--- src/rtl/svga_vram_arbiter_if.sv ---
// Bundle of the display read port, CPU framebuffer port and block-RAM port
// that connect to the SVGA VRAM arbiter.
`timescale 1ns/1ps

interface svga_vram_arbiter_if #(
    parameter int ADDR_W = 16,
    parameter int DATA_W = 8
) ();
    // Display read port
    logic              disp_req;
    logic [ADDR_W-1:0] disp_addr;
    logic [DATA_W-1:0] disp_rdata;
    logic              disp_rvalid;

    // CPU framebuffer port
    logic              cpu_req;
    logic              cpu_we;
    logic [ADDR_W-1:0] cpu_addr;
    logic [DATA_W-1:0] cpu_wdata;
    logic              cpu_ack;
    logic [DATA_W-1:0] cpu_rdata;

    // Single-port block RAM, 1-cycle read latency
    logic              ram_en;
    logic              ram_we;
    logic [ADDR_W-1:0] ram_addr;
    logic [DATA_W-1:0] ram_wdata;
    logic [DATA_W-1:0] ram_rdata;

    // Status
    logic              wbuf_empty;

    // Arbiter side
    modport slave (
        input  disp_req, disp_addr, cpu_req, cpu_we, cpu_addr, cpu_wdata, ram_rdata,
        output disp_rdata, disp_rvalid, cpu_ack, cpu_rdata,
        output ram_en, ram_we, ram_addr, ram_wdata, wbuf_empty
    );

    // Environment side: SVGA controller, CPU bus decoder and RAM
    modport master (
        output disp_req, disp_addr, cpu_req, cpu_we, cpu_addr, cpu_wdata, ram_rdata,
        input  disp_rdata, disp_rvalid, cpu_ack, cpu_rdata,
        input  ram_en, ram_we, ram_addr, ram_wdata, wbuf_empty
    );
endinterface

--- src/rtl/svga_vram_arbiter.sv ---
// Single-port VRAM arbiter: display reads always win and have a fixed 3-cycle
// latency; CPU writes are posted into a small FIFO and drained in free RAM
// cycles; CPU reads wait for the FIFO to empty so they observe earlier writes.
`timescale 1ns/1ps

module svga_vram_arbiter #(
    parameter int ADDR_W     = 16,
    parameter int DATA_W     = 8,
    parameter int WBUF_DEPTH = 4
) (
    input  logic               sys_clk,
    input  logic               reset_n,
    svga_vram_arbiter_if.slave bus
);
    localparam int PTR_W = $clog2(WBUF_DEPTH);
    localparam logic [PTR_W:0] PTR_ONE = {{PTR_W{1'b0}}, 1'b1};

    localparam logic [1:0] C_IDLE    = 2'd0;
    localparam logic [1:0] C_RD_WAIT = 2'd1;
    localparam logic [1:0] C_RD_PEND = 2'd2;
    localparam logic [1:0] C_ACK     = 2'd3;

    logic [1:0]        state_q, state_d;

    // Write buffer: pointers carry one extra wrap bit to tell full from empty
    logic [PTR_W:0]    wr_ptr_q, rd_ptr_q;
    logic [PTR_W-1:0]  wr_idx, rd_idx;
    logic [ADDR_W-1:0] wbuf_addr_q [WBUF_DEPTH];
    logic [DATA_W-1:0] wbuf_data_q [WBUF_DEPTH];
    logic              wbuf_full_w, wbuf_empty_w;
    logic              push, drain, rd_issue;

    // Registered RAM command
    logic              ram_en_q, ram_en_d;
    logic              ram_we_q, ram_we_d;
    logic [ADDR_W-1:0] ram_addr_q, ram_addr_d;
    logic [DATA_W-1:0] ram_wdata_q, ram_wdata_d;

    // Read-return tracking: [0] = command on RAM pins, [1] = RAM data valid
    logic [1:0]        disp_pipe_q, cpu_pipe_q;
    logic              disp_rvalid_q;
    logic [DATA_W-1:0] disp_rdata_q;
    logic [DATA_W-1:0] cpu_rdata_q, cpu_rdata_d;

    assign wr_idx       = wr_ptr_q[PTR_W-1:0];
    assign rd_idx       = rd_ptr_q[PTR_W-1:0];
    assign wbuf_empty_w = (wr_ptr_q == rd_ptr_q);
    assign wbuf_full_w  = (wr_ptr_q[PTR_W] != rd_ptr_q[PTR_W]) &&
                          (wr_ptr_q[PTR_W-1:0] == rd_ptr_q[PTR_W-1:0]);

    // Per-cycle grant: display, then pending CPU read, then buffer drain
    always_comb begin
        // NOTE: every output of a combinational block gets a default first, so
        // no path through the if/case leaves it unassigned and no latch appears.
        rd_issue    = (state_q == C_RD_WAIT) && wbuf_empty_w && !bus.disp_req;
        drain       = !bus.disp_req && !rd_issue && !wbuf_empty_w;
        ram_en_d    = 1'b0;
        ram_we_d    = 1'b0;
        ram_addr_d  = '0;
        ram_wdata_d = '0;
        if (bus.disp_req) begin
            ram_en_d   = 1'b1;
            ram_addr_d = bus.disp_addr;
        end else if (rd_issue) begin
            ram_en_d   = 1'b1;
            ram_addr_d = bus.cpu_addr;
        end else if (drain) begin
            ram_en_d    = 1'b1;
            ram_we_d    = 1'b1;
            ram_addr_d  = wbuf_addr_q[rd_idx];
            ram_wdata_d = wbuf_data_q[rd_idx];
        end
    end

    // CPU port FSM: posts writes, sequences reads behind the write buffer
    always_comb begin
        state_d     = state_q;
        push        = 1'b0;
        cpu_rdata_d = cpu_rdata_q;
        case (state_q)
            C_IDLE: begin
                if (bus.cpu_req) begin
                    if (bus.cpu_we) begin
                        // A full buffer still accepts when its head leaves this cycle
                        if (!wbuf_full_w || drain) begin
                            push    = 1'b1;
                            state_d = C_ACK;
                        end
                    end else begin
                        state_d = C_RD_WAIT;
                    end
                end
            end
            C_RD_WAIT: begin
                if (rd_issue) begin
                    state_d = C_RD_PEND;
                end
            end
            C_RD_PEND: begin
                if (cpu_pipe_q[1]) begin
                    cpu_rdata_d = bus.ram_rdata;
                    state_d     = C_ACK;
                end
            end
            C_ACK: begin
                state_d = C_IDLE;
            end
            default: begin
                state_d = C_IDLE;
            end
        endcase
    end

    // FSM state and buffer pointers
    always_ff @(posedge sys_clk or negedge reset_n) begin
        // NOTE: registers use <= so every flop samples pre-edge values together.
        if (!reset_n) begin
            state_q  <= C_IDLE;
            wr_ptr_q <= '0;
            rd_ptr_q <= '0;
        end else begin
            state_q <= state_d;
            if (push) begin
                wr_ptr_q <= wr_ptr_q + PTR_ONE;
            end
            if (drain) begin
                rd_ptr_q <= rd_ptr_q + PTR_ONE;
            end
        end
    end

    // Buffer storage, written on accepted CPU writes
    always_ff @(posedge sys_clk) begin
        // NOTE: storage has no reset; the pointers alone decide which entries are live.
        if (push) begin
            wbuf_addr_q[wr_idx] <= bus.cpu_addr;
            wbuf_data_q[wr_idx] <= bus.cpu_wdata;
        end
    end

    // Registered RAM command
    always_ff @(posedge sys_clk or negedge reset_n) begin
        if (!reset_n) begin
            ram_en_q    <= 1'b0;
            ram_we_q    <= 1'b0;
            ram_addr_q  <= '0;
            ram_wdata_q <= '0;
        end else begin
            ram_en_q    <= ram_en_d;
            ram_we_q    <= ram_we_d;
            ram_addr_q  <= ram_addr_d;
            ram_wdata_q <= ram_wdata_d;
        end
    end

    // Read-return pipelines and captured read data
    always_ff @(posedge sys_clk or negedge reset_n) begin
        if (!reset_n) begin
            disp_pipe_q   <= '0;
            cpu_pipe_q    <= '0;
            disp_rvalid_q <= 1'b0;
            disp_rdata_q  <= '0;
            cpu_rdata_q   <= '0;
        end else begin
            disp_pipe_q   <= {disp_pipe_q[0], bus.disp_req};
            cpu_pipe_q    <= {cpu_pipe_q[0], rd_issue};
            disp_rvalid_q <= disp_pipe_q[1];
            if (disp_pipe_q[1]) begin
                disp_rdata_q <= bus.ram_rdata;
            end
            cpu_rdata_q   <= cpu_rdata_d;
        end
    end

    assign bus.ram_en      = ram_en_q;
    assign bus.ram_we      = ram_we_q;
    assign bus.ram_addr    = ram_addr_q;
    assign bus.ram_wdata   = ram_wdata_q;
    assign bus.disp_rvalid = disp_rvalid_q;
    assign bus.disp_rdata  = disp_rdata_q;
    assign bus.cpu_ack     = (state_q == C_ACK);
    assign bus.cpu_rdata   = cpu_rdata_q;
    assign bus.wbuf_empty  = wbuf_empty_w;

endmodule

--- src/flat_wrapper.sv ---
// flat-port wrapper written by rule: the top's interface ports become plain ports
module svga_vram_arbiter_flat 
#(
    parameter int ADDR_W     = 16,
    parameter int DATA_W     = 8,
    parameter int WBUF_DEPTH = 4
)
  (sys_clk, reset_n, bus_disp_req, bus_disp_addr, bus_cpu_req, bus_cpu_we, bus_cpu_addr, bus_cpu_wdata, bus_ram_rdata, bus_disp_rdata, bus_disp_rvalid, bus_cpu_ack, bus_cpu_rdata, bus_ram_en, bus_ram_we, bus_ram_addr, bus_ram_wdata, bus_wbuf_empty);
  svga_vram_arbiter_if #(.ADDR_W(ADDR_W), .DATA_W(DATA_W)) bus_i ();
  input  logic sys_clk;
  input  logic reset_n;
  input wire logic [$bits(bus_i.disp_req)-1:0] bus_disp_req;
  input wire logic [$bits(bus_i.disp_addr)-1:0] bus_disp_addr;
  input wire logic [$bits(bus_i.cpu_req)-1:0] bus_cpu_req;
  input wire logic [$bits(bus_i.cpu_we)-1:0] bus_cpu_we;
  input wire logic [$bits(bus_i.cpu_addr)-1:0] bus_cpu_addr;
  input wire logic [$bits(bus_i.cpu_wdata)-1:0] bus_cpu_wdata;
  input wire logic [$bits(bus_i.ram_rdata)-1:0] bus_ram_rdata;
  output wire logic [$bits(bus_i.disp_rdata)-1:0] bus_disp_rdata;
  output wire logic [$bits(bus_i.disp_rvalid)-1:0] bus_disp_rvalid;
  output wire logic [$bits(bus_i.cpu_ack)-1:0] bus_cpu_ack;
  output wire logic [$bits(bus_i.cpu_rdata)-1:0] bus_cpu_rdata;
  output wire logic [$bits(bus_i.ram_en)-1:0] bus_ram_en;
  output wire logic [$bits(bus_i.ram_we)-1:0] bus_ram_we;
  output wire logic [$bits(bus_i.ram_addr)-1:0] bus_ram_addr;
  output wire logic [$bits(bus_i.ram_wdata)-1:0] bus_ram_wdata;
  output wire logic [$bits(bus_i.wbuf_empty)-1:0] bus_wbuf_empty;
  assign bus_i.disp_req = bus_disp_req;
  assign bus_i.disp_addr = bus_disp_addr;
  assign bus_i.cpu_req = bus_cpu_req;
  assign bus_i.cpu_we = bus_cpu_we;
  assign bus_i.cpu_addr = bus_cpu_addr;
  assign bus_i.cpu_wdata = bus_cpu_wdata;
  assign bus_i.ram_rdata = bus_ram_rdata;
  assign bus_disp_rdata = bus_i.disp_rdata;
  assign bus_disp_rvalid = bus_i.disp_rvalid;
  assign bus_cpu_ack = bus_i.cpu_ack;
  assign bus_cpu_rdata = bus_i.cpu_rdata;
  assign bus_ram_en = bus_i.ram_en;
  assign bus_ram_we = bus_i.ram_we;
  assign bus_ram_addr = bus_i.ram_addr;
  assign bus_ram_wdata = bus_i.ram_wdata;
  assign bus_wbuf_empty = bus_i.wbuf_empty;
  svga_vram_arbiter #(.ADDR_W(ADDR_W), .DATA_W(DATA_W), .WBUF_DEPTH(WBUF_DEPTH)) u_core (.sys_clk(sys_clk), .reset_n(reset_n), .bus(bus_i));
endmodule
--- config.mk ---
export PLATFORM = sky130hd
export DESIGN_NAME = svga_vram_arbiter_flat
export DESIGN_NICKNAME = d
export VERILOG_FILES = /design/src/rtl/svga_vram_arbiter_if.sv /design/src/rtl/svga_vram_arbiter.sv /design/src/flat_wrapper.sv
export SDC_FILE = /design/constraint.sdc
export NUM_CORES = 1
export LEC_CHECK = 0
export BUFFER_PORTS_ARGS = -buffer_cell sky130_fd_sc_hd__buf_2
export CORE_ASPECT_RATIO = 1.75
export CORE_MARGIN = 10
export CORE_UTILIZATION = 60
export DETAILED_ROUTE_END_ITERATION = 10
export GPL_TIMING_DRIVEN = 0
export PLACE_DENSITY = 0.81
export SYNTH_ARGS = -nofsm -noshare
export SYNTH_HDL_FRONTEND = slang
export SYNTH_SLANG_ARGS = --single-unit
--- constraint.sdc ---
create_clock -name sys_clk -period 6.7 [get_ports sys_clk]
set_clock_uncertainty 0.05 [all_clocks]
set_input_delay 1.005 -clock sys_clk [delete_from_list [all_inputs] [get_ports sys_clk]]
set_output_delay 1.005 -clock sys_clk [all_outputs]
set_load 0.01 [all_outputs]
# Word level (Yosys, flattened, before mapping)
# Memories as Yosys holds them, arrays and structs flattened.
# Index checks and enable logic that the tools add are counted.
[totals]
regBits = 55
ram_bits = 96
word_cells = 62
mem_count = 2
[op_classes]
n_addsub = 2
eq_ne = 10
mux = 23
n_reduce_logical = 13
[memory_table]
columns = ["memory", "depth", "word_bits", "read_ports", "rd_ports_with_merged_regs", "wr", "line_no", "text"]
rows = [
  ["u_core.wbuf_addr_q", 4, 16, 1, 0, 1, "svga_vram_arbiter.sv:28", "logic [ADDR_W-1:0] wbuf_addr_q [WBUF_DEPTH];"],
  ["u_core.wbuf_data_q", 4, 8, 1, 0, 1, "svga_vram_arbiter.sv:29", "logic [DATA_W-1:0] wbuf_data_q [WBUF_DEPTH];"],
]
[op_table]
columns = ["operator", "count"]
rows = [
  ["$mux W16", 3],
  ["$mux W8", 3],
  ["$mux W1", 11],
  ["$mux W2", 5],
  ["$pmux W2 S4", 1],
  ["$add A3 B1 Y3 const B", 2],
  ["$logic_and A1 B1 Y1", 5],
  ["$eq A2 B2 Y1 const B", 2],
  ["$logic_not A1 Y1", 4],
  ["$ne A2 B1 Y1 const B", 2],
  ["$reduce_and A4 Y1", 1],
  ["$eq A3 B3 Y1", 1],
  ["$ne A3 B2 Y1 const B", 1],
  ["$eq A2 B1 Y1 const B", 1],
  ["$eq A2 B2 Y1", 1],
  ["$logic_not A2 Y1", 1],
  ["$ne A2 B2 Y1 const B", 1],
  ["$reduce_and A2 Y1", 1],
  ["$logic_or A1 B1 Y1", 1],
  ["$ne A1 B1 Y1", 1],
]

# Depth between registers and ports, before layout
[depth]
ltp_word = 13
depth_mapped = 7
depth_no_buf = 6

# Worst setup path before layout
# Ideal clock, no wire load.
[synth_path]
path_kind = "input -> register"
from = "input port bus_cpu_req"
to = "memory u_core.wbuf_addr_q[3][0], enable pin"
setup_time_ns = 0.384
arrival_ns = 2.044
slack_ns = 4.221
stages = 3
path_cell_list = "nand3_1 a41oi_2 and2_1"
[synth_between]
elab_chain_cells = 4
[synth_rtl]
columns = ["element", "line_no", "text"]
rows = [
  ["start: declaration", "flat_wrapper.sv:14", "input wire logic [$bits(bus_i.cpu_req)-1:0] bus_cpu_req;"],
  ["$mux W1", "svga_vram_arbiter.sv:82", "if (bus.cpu_req) begin"],
  ["$mux W1", "svga_vram_arbiter.sv:80", "case (state_q)"],
  ["$mux W1", "svga_vram_arbiter.sv:135", "if (push) begin"],
  ["$mux W1 (implied by the code)", "svga_vram_arbiter.sv:136", "wbuf_addr_q[wr_idx] <= bus.cpu_addr;"],
  ["end: declaration", "svga_vram_arbiter.sv:28", ""],
]
# No other way between the ends.

# Final worst setup path
[layout_path]
from = "register u_core.rd_ptr_q[1]"
to = "output port bus_wbuf_empty"
[layout_between]
elab_chain_cells = 1
[layout_rtl]
columns = ["element", "line_no", "text"]
rows = [
  ["start: declaration", "svga_vram_arbiter.sv:26", "logic [PTR_W:0] wr_ptr_q, rd_ptr_q;"],
  ["start signal: assignment", "svga_vram_arbiter.sv:127", "rd_ptr_q <= rd_ptr_q + PTR_ONE;"],
  ["$eq A3 B3 Y1", "svga_vram_arbiter.sv:47", "assign wbuf_empty_w = (wr_ptr_q == rd_ptr_q);"],
  ["end: declaration", "flat_wrapper.sv:27", "output wire logic [$bits(bus_i.wbuf_empty)-1:0] bus_wbuf_empty;"],
]
# No other way between the ends.

==> results.md <==
- The share of total power dissipated in sequential elements is between 30% and 40%.
- The most numerous cell in the Yosys netlist is sky130_fd_sc_hd__edfxtp_1.
- The cts-stage hold buffer count is 0.
- The worst hold path belongs to the class flip-flop to flip-flop.
- Net switching is approximately a third of the power.
- The congestion estimate from routability-driven global placement came to ~0.75.
- The initialized floorplan defines 48 standard-cell rows.
- Among the stages of the critical path, the cell type that occurs most often is sky130_fd_sc_hd__buf_6.
- Data on the critical path is required at its endpoint by roughly 5.6 ns.
- The number of cells after detailed placement is 553.
- The detailed-route DRC error count is 0.
- The floorplan step defined a die boundary enclosing 14500 um2.
- The multi-input gate area in the final layout is 1560 um2.
- Among all stages on the critical path, the largest delay is contributed by sky130_fd_sc_hd__dfrtp_1.
- Once layout is complete, the cells apart from fillers number 585.
- Measured in cells, the most critical reg-to-reg path has a length of 5.
- Setup repair after global routing left no endpoint under its margin.
- After detailed routing, the average wire length per cell comes to about 23 um.
- Headroom to the max-slew limit came out at 11.6%.
- Combinational cells account for 33.4% of the total power.
- The area of the core is 9790 um2.
- The transition time at the pin with the least slew margin is 1.33 ns.
- The number of nets in the synthesized netlist is a little under 400.
- The TritonCTS buffer count is 17.
- The tree is rooted in a sky130_fd_sc_hd__clkbuf_16.
- The run finished with clean final reports.
- The DRC violation total after the first TritonRoute iteration is 316.
- Summed over all nets, the half-perimeter wirelength after detailed placement is roughly 8.5 mm.
- The top flip-flop cell by instance count after synthesis is sky130_fd_sc_hd__edfxtp_1.
- The smallest clock period supported by the final layout is computed as ~3.1 ns.
- The top cell type's share of synthesized area is 48.4%.
- In this run the power spent charging and discharging nets is between 1000 and 1500 uW.
- The area growth from synthesis to layout is 21.0%.
- The initial core utilization is between 60% and 70%.
- The biggest cell delay along the critical path is between 0.3 and 0.4 ns.
- The clock tree buffer depth is 2.
- The number of distinct library cells after synthesis is 33.
- The flip-flop and latch count after synthesis is 151.
- The hold violation count in the final report was 0.
- The post-CTS setup buffer count is 0.
- Along the worst hold path, the cell count comes to 0.
- The fraction of final layout cells sized beyond drive strength 1 is between 40% and 50%.
- The mean post-synth cell area is roughly 18 um2.
- The clock transition time at the flip-flop clock pins of the worst setup and hold paths is 0.06 ns.
- Across the run, the number of max-cap violations was 0.
- Sorting the synthesized cells by how often they occur yields 96 x sky130_fd_sc_hd__edfxtp_1, 55 x sky130_fd_sc_hd__dfrtp_1, 24 x sky130_fd_sc_hd__mux4_2, 19 x sky130_fd_sc_hd__nand2_1, 17 x sky130_fd_sc_hd__mux2_2.
- By area the synthesized netlist is led by sky130_fd_sc_hd__edfxtp_1 48%, sky130_fd_sc_hd__dfrtp_1 23%, sky130_fd_sc_hd__mux4_2 9.1%.
- The arrival time at the worst endpoint is 2.08 ns.
- The number of sinks driven by the clock tree is ~150.
- The analysis attributes to cell leakage a power of 0.00283 uW.
- The number of global-route vias before repair is between 3000 and 4000.
- The final layout contains routed wiring with a total length of between 10 and 15 mm.
- Sequential cells were found to cover between 70 and 80% of the synthesized design area.
- The initial antenna violation count is 0.
- Summed over all layers, the global routing overflow is 0.
- The highest clock frequency the design can meet is between 300 and 400 MHz.
- For this design the ratio of total power to cell area is between 400 and 500 nW/um2.
- The number of buffers added on ports is 97.
- The internal portion of the total power is between 2000 and 2500 uW.
- Dividing the detail-routed via count by the number of cells gives a little under 6.
- The H-tree generated during clock tree synthesis spans 4 levels.
- In this run the remaining antenna-violating nets after routing total 0.
- Of the available clock period, the critical path in the final layout requires 46.7%.
- The largest fanout on the critical path is 10.
- The net count of the finished layout is 509.
- The fraction of synthesis flops using an asynchronous set or reset pin is a little over a third.
- The clock network accounts for between 20% and 30% of the total power.
- Counting flops with a built-in enable in the synthesized netlist gives 96.
- Measured on the finished design, the core utilization comes to about three quarters.
- For this design the top-level I/O count stands at 98.
- The final-layout setup total negative slack is 0 ns.
- The number of cells upsized or downsized after cts is 0.
- The synthesized netlist cell count is around 330.
- The biggest area consumer among synthesized cells is sky130_fd_sc_hd__edfxtp_1.
- The first-pass GRT wire length is between 20 and 25 mm.
- The global-route usage over all layers is about a fifth.
- The overall die height is 152 um.
- The netlist area before placement is 5960 um2.
- The warning count from the yosys run is 0.
- TritonCTS built the clock tree.
- Measured along the x axis, the die boundary spans between 90 and 100 um.
- The number of filler cells placed in the layout is a little under 600.
- The routed layout has ~3400 vias.
- Across the whole layout, storage elements account for about 4300 um2.
- STA classifies the critical path startpoint as a flip-flop.
- The worst setup path category is flip-flop to output pin.
- Setup violations remaining at the end of the flow were counted as 0.
- The later pin in the worst-skew pair is clocked with a latency of roughly 0.42 ns.
- The number of iterations in the first detailed-routing pass is 5.
- Traced cell by cell, the critical path runs through buf_4 -> xor2_2 -> nor3_4 -> buf_6 -> buf_6 -> buf_2.
- The repair_antennas step left the layout with diodes totalling 0.
- The max-slew violation count is 0.
- Entering global routing, the biggest net connects 56 pins.
- The worst setup path is captured at an output pin.
- Across the VDD grid, the largest voltage drop is approximately 0.00030 V.
[worst max-delay path: cells and delay by family, from the launching register on]
kind / cells / cell delay [ns]
buffers and inverters: 4 / 0.71
flip-flops: 1 / 0.38
AND/OR/NAND/NOR: 1 / 0.30
XOR/XNOR: 1 / 0.25
[power groups by stage]
stage	clock [uW]	sequential, uW	combinational (uW)
global route	1010	1240	1190
finish	963	1220	1100
CTS	973	1230	1110
global placement	0	1230	1060
detailed placement	0	1240	1090
floorplan	0	1280	702
[kinds of logic after synthesis]
family / share of synthesized area [%]
and+or+nand+nor: 3.44
buffers and inverters: 2.44
xor gates and xnor gates: 1.89
AOI/OAI and AO/OA: 6.24
muxes: 12.6
adders and majority gates: 1.89
DFF: 71.5
[final timing paths]
check                                           startpoint                                 end  slack [ns]
setup / recovery            u_core.rd_ptr_q[1]$_DFFE_PN0P_                      bus_wbuf_empty        3.57
hold / removal             u_core.disp_pipe_q[0]$_DFF_PN0_     u_core.disp_pipe_q[1]$_DFF_PN0_        0.32
setup reg to reg             u_core.state_q[0]$_DFFE_PN0P_  u_core.wbuf_data_q[0][4]$_DFFE_PP_        4.02
hold reg to reg            u_core.disp_pipe_q[0]$_DFF_PN0_     u_core.disp_pipe_q[1]$_DFF_PN0_        0.32
max in group asynchronous                          reset_n   u_core.bus.ram_wdata[7]$_DFF_PN0_        5.57
min in group asynchronous                          reset_n    u_core.bus.ram_addr[8]$_DFF_PN0_        0.58
[metal layers]
metal	wire (um)	track usage (%)	part of all wire, %	up-vias
met5	0	0	0	-
met4	156	7.38	1.2	0
met3	1040	6.66	7.8	13
met2	7340	32.3	55	150
met1	4710	21.3	36	1767
li1	-	-	-	1516
[cells in the final DEF, fill, tap and decap left out, types with 7 or more instances in the layout]
master	n
sky130_fd_sc_hd__ha_1	9
sky130_fd_sc_hd__a31oi_1	16
sky130_fd_sc_hd__o21ai_1	16
sky130_fd_sc_hd__edfxtp_1	96
sky130_fd_sc_hd__o31a_1	16
sky130_fd_sc_hd__dfrtp_1	55
sky130_fd_sc_hd__clkbuf_16	17
sky130_fd_sc_hd__inv_6	8
sky130_fd_sc_hd__buf_2	101
sky130_fd_sc_hd__clkbuf_1	7
sky130_fd_sc_hd__mux2_2	17
sky130_fd_sc_hd__mux4_2	24
sky130_fd_sc_hd__nand2_1	19
sky130_fd_sc_hd__and2_1	11
sky130_fd_sc_hd__inv_1	8
[through the flow]
stage / area [um2] / setup WS (ns) / total power, uW / hold slack, ns
after global routing: 7210 / 3.48 / 3440 / 0.311
final: 7210 / 3.57 / 3290 / 0.318
after detailed placement: 6600 / 3.62 / 2330 / 0.300
after CTS: 7200 / 3.56 / 3310 / 0.315
after global placement: 6600 / 3.60 / 2290 / 0.283
after floorplan: 5960 / 4.22 / 1980 / 0.281
[area by class of cell]
| cell class | instances | share of cell area (%) |
|---|---|---|
| flip-flops and latches | 151 | 59.1 |
| multi-input cells | 153 | 21.6 |
| well taps | 125 | 2.17 |
| inverters | 8 | 0.417 |
| clock inverters | 15 | 2.46 |
| plain buffers | 19 | 1.60 |
| repair buffers | 97 | 6.77 |
| clock buffers | 17 | 5.90 |
[sequential cells by signal (all words and copies together), names as in the netlist]
register,cells
u_core.wbuf_data_q,32
u_core.bus.ram_we,1
u_core.state_q,2
u_core.wbuf_addr_q,64
u_core.disp_pipe_q,2
u_core.bus.ram_wdata,8
u_core.bus.ram_addr,16
u_core.bus.ram_en,1
u_core.bus.disp_rdata,8
u_core.wr_ptr_q,3
u_core.bus.disp_rvalid,1
u_core.cpu_pipe_q,2
u_core.bus.cpu_rdata,8
u_core.rd_ptr_q,3
(Power assumes the default switching activity.)
